`src/rtl/counter_cin_sched.sv`:
```
// ---------------------------------------------------------------------------
// counter_cin_sched
//   Sequencer for the 4-bit carry-in counter IP. It drives the counter's cin
//   with one-cycle pulses every div clocks and counts the carries the counter
//   produces (cin & cout). After target carries it stops and reports done.
//   An abort (stop) returns to IDLE at once with no done pulse.
//
// Ports
//   clk        in   1      system clock, rising edge
//   rst_n      in   1      asynchronous active-low reset
//   start      in   1      start request, level sampled at the edge
//   stop       in   1      abort request, level sampled at the edge
//   div        in   DIV_W  clocks between cin pulses (0 behaves as 1), captured at start
//   target     in   TGT_W  carries to collect, captured at start
//   cnt_cin    out  1      registered cin to the counter
//   cnt_cout   in   1      counter cout (combinational in the IP)
//   cnt_q      in   CNT_W  counter value, only snapshotted
//   busy       out  1      high while running
//   done       out  1      one-cycle completion pulse
//   carry_cnt  out  TGT_W  carries collected in the current/last run
//   q_snap     out  CNT_W  cnt_q captured at completion or abort
// ---------------------------------------------------------------------------
module counter_cin_sched #(
    parameter int CNT_W = 4,
    parameter int DIV_W = 16,
    parameter int TGT_W = 8
) (
    input  logic             clk,
    input  logic             rst_n,
    input  logic             start,
    input  logic             stop,
    input  logic [DIV_W-1:0] div,
    input  logic [TGT_W-1:0] target,
    output logic             cnt_cin,
    input  logic             cnt_cout,
    input  logic [CNT_W-1:0] cnt_q,
    output logic             busy,
    output logic             done,
    output logic [TGT_W-1:0] carry_cnt,
    output logic [CNT_W-1:0] q_snap
);

    typedef enum logic [1:0] {
        ST_IDLE = 2'd0,
        ST_RUN  = 2'd1,
        ST_DONE = 2'd2
    } state_t;

    state_t           state_reg, state_next;
    logic [DIV_W-1:0] presc_reg, presc_next;
    logic [DIV_W-1:0] div_reg,   div_next;
    logic [TGT_W-1:0] tgt_reg,   tgt_next;
    logic [TGT_W-1:0] carry_reg, carry_next;
    logic [CNT_W-1:0] qsnap_reg, qsnap_next;
    logic             cin_reg,   cin_next;
    logic             done_reg,  done_next;

    // Saturating increment of the carry counter; target bounds it in practice.
    logic [TGT_W-1:0] carry_inc;
    logic             carry_hit;

    assign carry_inc = (&carry_reg) ? carry_reg : carry_reg + TGT_W'(1);
    // A carry is only ours if we were driving cin in that cycle.
    assign carry_hit = cin_reg & cnt_cout;

    always_ff @(posedge clk or negedge rst_n) begin
        if (!rst_n) begin
            state_reg <= ST_IDLE;
            presc_reg <= '0;
            div_reg   <= DIV_W'(1);
            tgt_reg   <= '0;
            carry_reg <= '0;
            qsnap_reg <= '0;
            cin_reg   <= 1'b0;
            done_reg  <= 1'b0;
        end else begin
            state_reg <= state_next;
            presc_reg <= presc_next;
            div_reg   <= div_next;
            tgt_reg   <= tgt_next;
            carry_reg <= carry_next;
            qsnap_reg <= qsnap_next;
            cin_reg   <= cin_next;
            done_reg  <= done_next;
        end
    end

    always_comb begin
        state_next = state_reg;
        presc_next = presc_reg;
        div_next   = div_reg;
        tgt_next   = tgt_reg;
        carry_next = carry_reg;
        qsnap_next = qsnap_reg;
        cin_next   = 1'b0;
        done_next  = 1'b0;

        case (state_reg)
            ST_IDLE: begin
                // start wins over a simultaneous stop; stop alone is a no-op here
                if (start) begin
                    div_next   = (div == '0) ? DIV_W'(1) : div;
                    tgt_next   = target;
                    carry_next = '0;
                    presc_next = '0;
                    if (target == '0) begin
                        state_next = ST_DONE;
                        done_next  = 1'b1;
                    end else begin
                        state_next = ST_RUN;
                    end
                end
            end

            ST_RUN: begin
                if (stop) begin
                    // Abort beats a final carry on the same edge; count is held.
                    state_next = ST_IDLE;
                    qsnap_next = cnt_q;
                end else if (carry_hit && (carry_inc == tgt_reg)) begin
                    carry_next = carry_inc;
                    state_next = ST_DONE;
                    done_next  = 1'b1;
                    qsnap_next = cnt_q;
                end else begin
                    if (carry_hit) begin
                        carry_next = carry_inc;
                    end
                    // Pulse goes out in the cycle after the prescaler wraps.
                    if (presc_reg == div_reg - DIV_W'(1)) begin
                        presc_next = '0;
                        cin_next   = 1'b1;
                    end else begin
                        presc_next = presc_reg + DIV_W'(1);
                    end
                end
            end

            ST_DONE: begin
                state_next = ST_IDLE;
            end

            default: begin
                state_next = ST_IDLE;
            end
        endcase
    end

    assign cnt_cin   = cin_reg;
    assign busy      = (state_reg == ST_RUN);
    assign done      = done_reg;
    assign carry_cnt = carry_reg;
    assign q_snap    = qsnap_reg;

endmodule

```
`config.mk`:
```
export PLATFORM = sky130hd
export DESIGN_NAME = counter_cin_sched
export DESIGN_NICKNAME = d
export VERILOG_FILES = /design/src/rtl/counter_cin_sched.sv
export SDC_FILE = /design/constraint.sdc
export NUM_CORES = 1
export LEC_CHECK = 0
export ABC_CLOCK_PERIOD_IN_PS = 3100
export CAP_MARGIN = 10
export CORE_MARGIN = 2
export CORE_UTILIZATION = 58
export CTS_BUF_LIST = sky130_fd_sc_hd__clkbuf_4 sky130_fd_sc_hd__clkbuf_8
export CTS_CLUSTER_DIAMETER = 80
export DETAILED_ROUTE_END_ITERATION = 10
export GPL_TIMING_DRIVEN = 0
export MAX_ROUTING_LAYER = met4
export PLACE_DENSITY = 0.91
export SYNTH_ARGS = -nofsm -noshare
export SYNTH_HDL_FRONTEND = slang
export SYNTH_SLANG_ARGS = --single-unit
```
`constraint.sdc`:
```
create_clock -name clk -period 3.1 [get_ports clk]
set_clock_uncertainty 0.1 [all_clocks]
set_input_delay 0.93 -clock clk [delete_from_list [all_inputs] [get_ports clk]]
set_output_delay 0.93 -clock clk [all_outputs]
set_load 0.01 [all_outputs]
```
==> impl_metrics.env <==
export IMPL_worstSetupStartpointType="flip-flop"
export IMPL_final_setup_worst_slack_ns=0.0857
export IMPL_routabilityCongestion=0.968
export IMPL_period_share_pct=97.2
export IMPL_synth_edf_count=0
export IMPL_synthToLayoutAreaGrowth_pct=19.9
export IMPL_arrival_ns=1.98
export IMPL_io_pin_count=48
export IMPL_p_leak_nw=1.79
export IMPL_min_delay_path_depth=1
export IMPL_grt_pass1_wl_um=15900
export IMPL_grt_start_max_net_pins=32
export IMPL_ys_seq_area_share_pct=36.2
export IMPL_synth_area_um2=3870
export IMPL_wl_per_cell_um=17.8
export IMPL_dp_cells=526
export IMPL_cts_buffers=5
export IMPL_drc_errors=0
export IMPL_die_w_um=85.7
export IMPL_critPathLaunch="state_reg[1]"
export IMPL_hold_ws_ns=0.412
export IMPL_drv_cap=0
export IMPL_n_antenna_cell=0
export IMPL_yosys_warnings=0
export IMPL_first_global_vias=3365
export IMPL_route_vias_total=3514
export IMPL_vias_per_cell=6.51
export IMPL_syn_num_nets=437
export IMPL_drive_gt1_share_pct=19.7
export IMPL_fmax_ghz=0.332
export IMPL_r2r_end="presc_reg[8]"
export IMPL_ys_flop_type="dfrtp_1"
export IMPL_cts_clk_slew_worst_paths_ns=0.11
export IMPL_status="finished clean"
export IMPL_cp_data_required_time_ns=2.07
export IMPL_ys_async_sr_fraction_pct=100
export IMPL_slew_viol_final=0
export IMPL_ff2ff_path_depth=11
export IMPL_syn_inst=401
export IMPL_max_slew_margin_rel_pct=59.0
export IMPL_dieArea_um2=7340
export IMPL_stdcell_area_um2=4640
export IMPL_hp_start="state_reg[1]"
export IMPL_ir_worst_vdd_v=0.000457
export IMPL_track_usage_pct=27.9
export IMPL_std_cell_rows=29
export IMPL_firstDrtPassIters=5
export IMPL_wl_um=9610
export IMPL_port_buffers=47
export IMPL_period_needed_ns=3.01
export IMPL_ant_nets=0
export IMPL_finalNonFillerCells=540
export IMPL_min_delay_path_class="flip-flop to flip-flop"
export IMPL_drtIter0Drc=295
export IMPL_ys_types=74
export IMPL_n_fill_cell=472
export IMPL_critical_path_class="flip-flop to primary output"
export IMPL_root_buffer="clkbuf_8"
export IMPL_clk_latency_ns=0.32
export IMPL_ff2ff_setup_slack_ns=0.13
export IMPL_power_density_nw_per_um2=494
export IMPL_cts_sinks=56
export IMPL_min_to="state_reg[1]"
export IMPL_grt_ovfl_total=0
export IMPL_hold_violations=0
export IMPL_dp_slack_ns=-0.325
export IMPL_cts_htree_levels=2
export IMPL_antenna_found_initial=0
export IMPL_place_area_um2=4450
export IMPL_worst_slew_pin_slew_ns=0.615
export IMPL_power_total_mw=2.29
export IMPL_synth_seq_cells=56
export IMPL_cp_end_kind="primary output"
export IMPL_dpl_hpwl_um=7220
export IMPL_coreArea_um2=6390
export IMPL_start_util_pct=60.6
export IMPL_final_nets=498
export IMPL_syn_area_per_cell_um2=9.65
export IMPL_finalSetupViolations=0
export IMPL_clockBufferDepth=2
export IMPL_hold_buffers=0
export IMPL_die_y_um=85.7
export IMPL_worstPathMaxFanout=10
export IMPL_reg2reg_from="div_reg[1]"
export IMPL_cts_tree="done"
## area by class of cell
| class | count | area [um^2] | share of cell area [%] |
|---|---|---|---|
| inverters | 9 | 33.8 | 0.728 |
| well taps | 77 | 96.3 | 2.08 |
| multi-input cells | 309 | 2340 | 50.4 |
| clock inverters | 3 | 25.0 | 0.539 |
| clock buffers | 5 | 68.8 | 1.48 |
| flip-flops and latches | 56 | 1400 | 30.2 |
| plain buffers | 25 | 128 | 2.75 |
| repair buffers | 56 | 546 | 11.8 |
## Yosys cell counts (5+ instances only)
| master | number | area, um^2 |
|---|---|---|
| and3_1 | 16 | 100 |
| clkbuf_1 | 17 | 63.8 |
| xnor2_1 | 12 | 105 |
| mux2_2 | 29 | 327 |
| a31oi_1 | 6 | 37.5 |
| nand3_1 | 11 | 55.1 |
| nand2b_1 | 7 | 43.8 |
| and2_1 | 7 | 43.8 |
| nor2b_1 | 5 | 31.3 |
| nor2_1 | 15 | 56.3 |
| dfrtp_1 | 55 | 1380 |
| nand2_1 | 30 | 113 |
| o31ai_1 | 18 | 135 |
| nand3b_1 | 5 | 37.5 |
| nor4_1 | 8 | 50.1 |
| or2_2 | 5 | 31.3 |
| inv_1 | 9 | 33.8 |
| a22oi_2 | 10 | 125 |
| buf_2 | 6 | 30.0 |
| a21oi_1 | 14 | 70.1 |
| o21ai_0 | 12 | 60.1 |
| nand4_1 | 8 | 50.1 |
| nor3_1 | 11 | 55.1 |
| xor2_1 | 8 | 70.1 |
## worst max-delay path: stages, from the launching register on
cell and delay, ns:
dfrtp_1 0.44, nand2b_2 0.29, inv_1 0.15, clkbuf_4 0.23, clkdlybuf4s50_1 0.55
## where the power goes
group / switching [mW] / internal, mW
logic: 0.444 / 0.416
clock network: 0.268 / 0.166
registers: 0.152 / 0.847
## worst max path at each step
stage                     depth (start not counted)            to  slack [ns]
after detailed placement                          8     q_snap[0]       -0.33
after floorplan                                   9     q_snap[0]        0.23
after global placement                            1  carry_cnt[2]       -0.67
after global routing                              4          busy      -0.007
final                                             4          busy        0.09
after CTS                                        11  presc_reg[8]        0.02
## per-layer routing
layer  track usage [%]  vias to the layer above  share of wire, %
li1                  -                     1641                 -
met1              38.3                     1706                44
met2              43.8                      153                48
met3              3.85                       14               5.9
met4              7.65                        0               1.5
met5                 -                        -                 0
## cell usage in the layout (no fill, tap or decap), types with 9 or more instances in the layout
cell type        instances
nand2_1                 30
xnor2_1                 12
buf_4                   10
nor3_1                  11
o31ai_1                 18
inv_1                    9
a22oi_2                 10
dfrtp_1                 55
nand3_1                 11
and3_1                  16
o21ai_0                 12
a21oi_1                 13
clkdlybuf4s50_1         46
nor2_1                  15
clkbuf_1                14
mux2_2                  29
## cell families after synthesis
group           share of synthesized area (%)
xor+xnor                                 4.53
mux                                      8.70
buf+inv                                  4.27
fa+ha+maj                               0.970
simple gates                             23.9
compound gates                           21.4
flops                                    36.2
## per-stage QoR
step | util [%] | TNS, ns
after floorplan | - | 0
after detailed placement | 69.7 | -4.55
after global placement | 69.5 | -40.30
final | 72.6 | 0
after CTS | 71.6 | 0
after global routing | 72.6 | -0.00805
## repair_timing
| item | CTS | global route |
|---|---|---|
| setup buffers | 2 | 6 |
| pin swaps | 1 | 4 |
| setup endpoints to repair | 18 | 18 |
| gates resized for setup | 3 | 8 |
(Power assumes the default switching activity.)
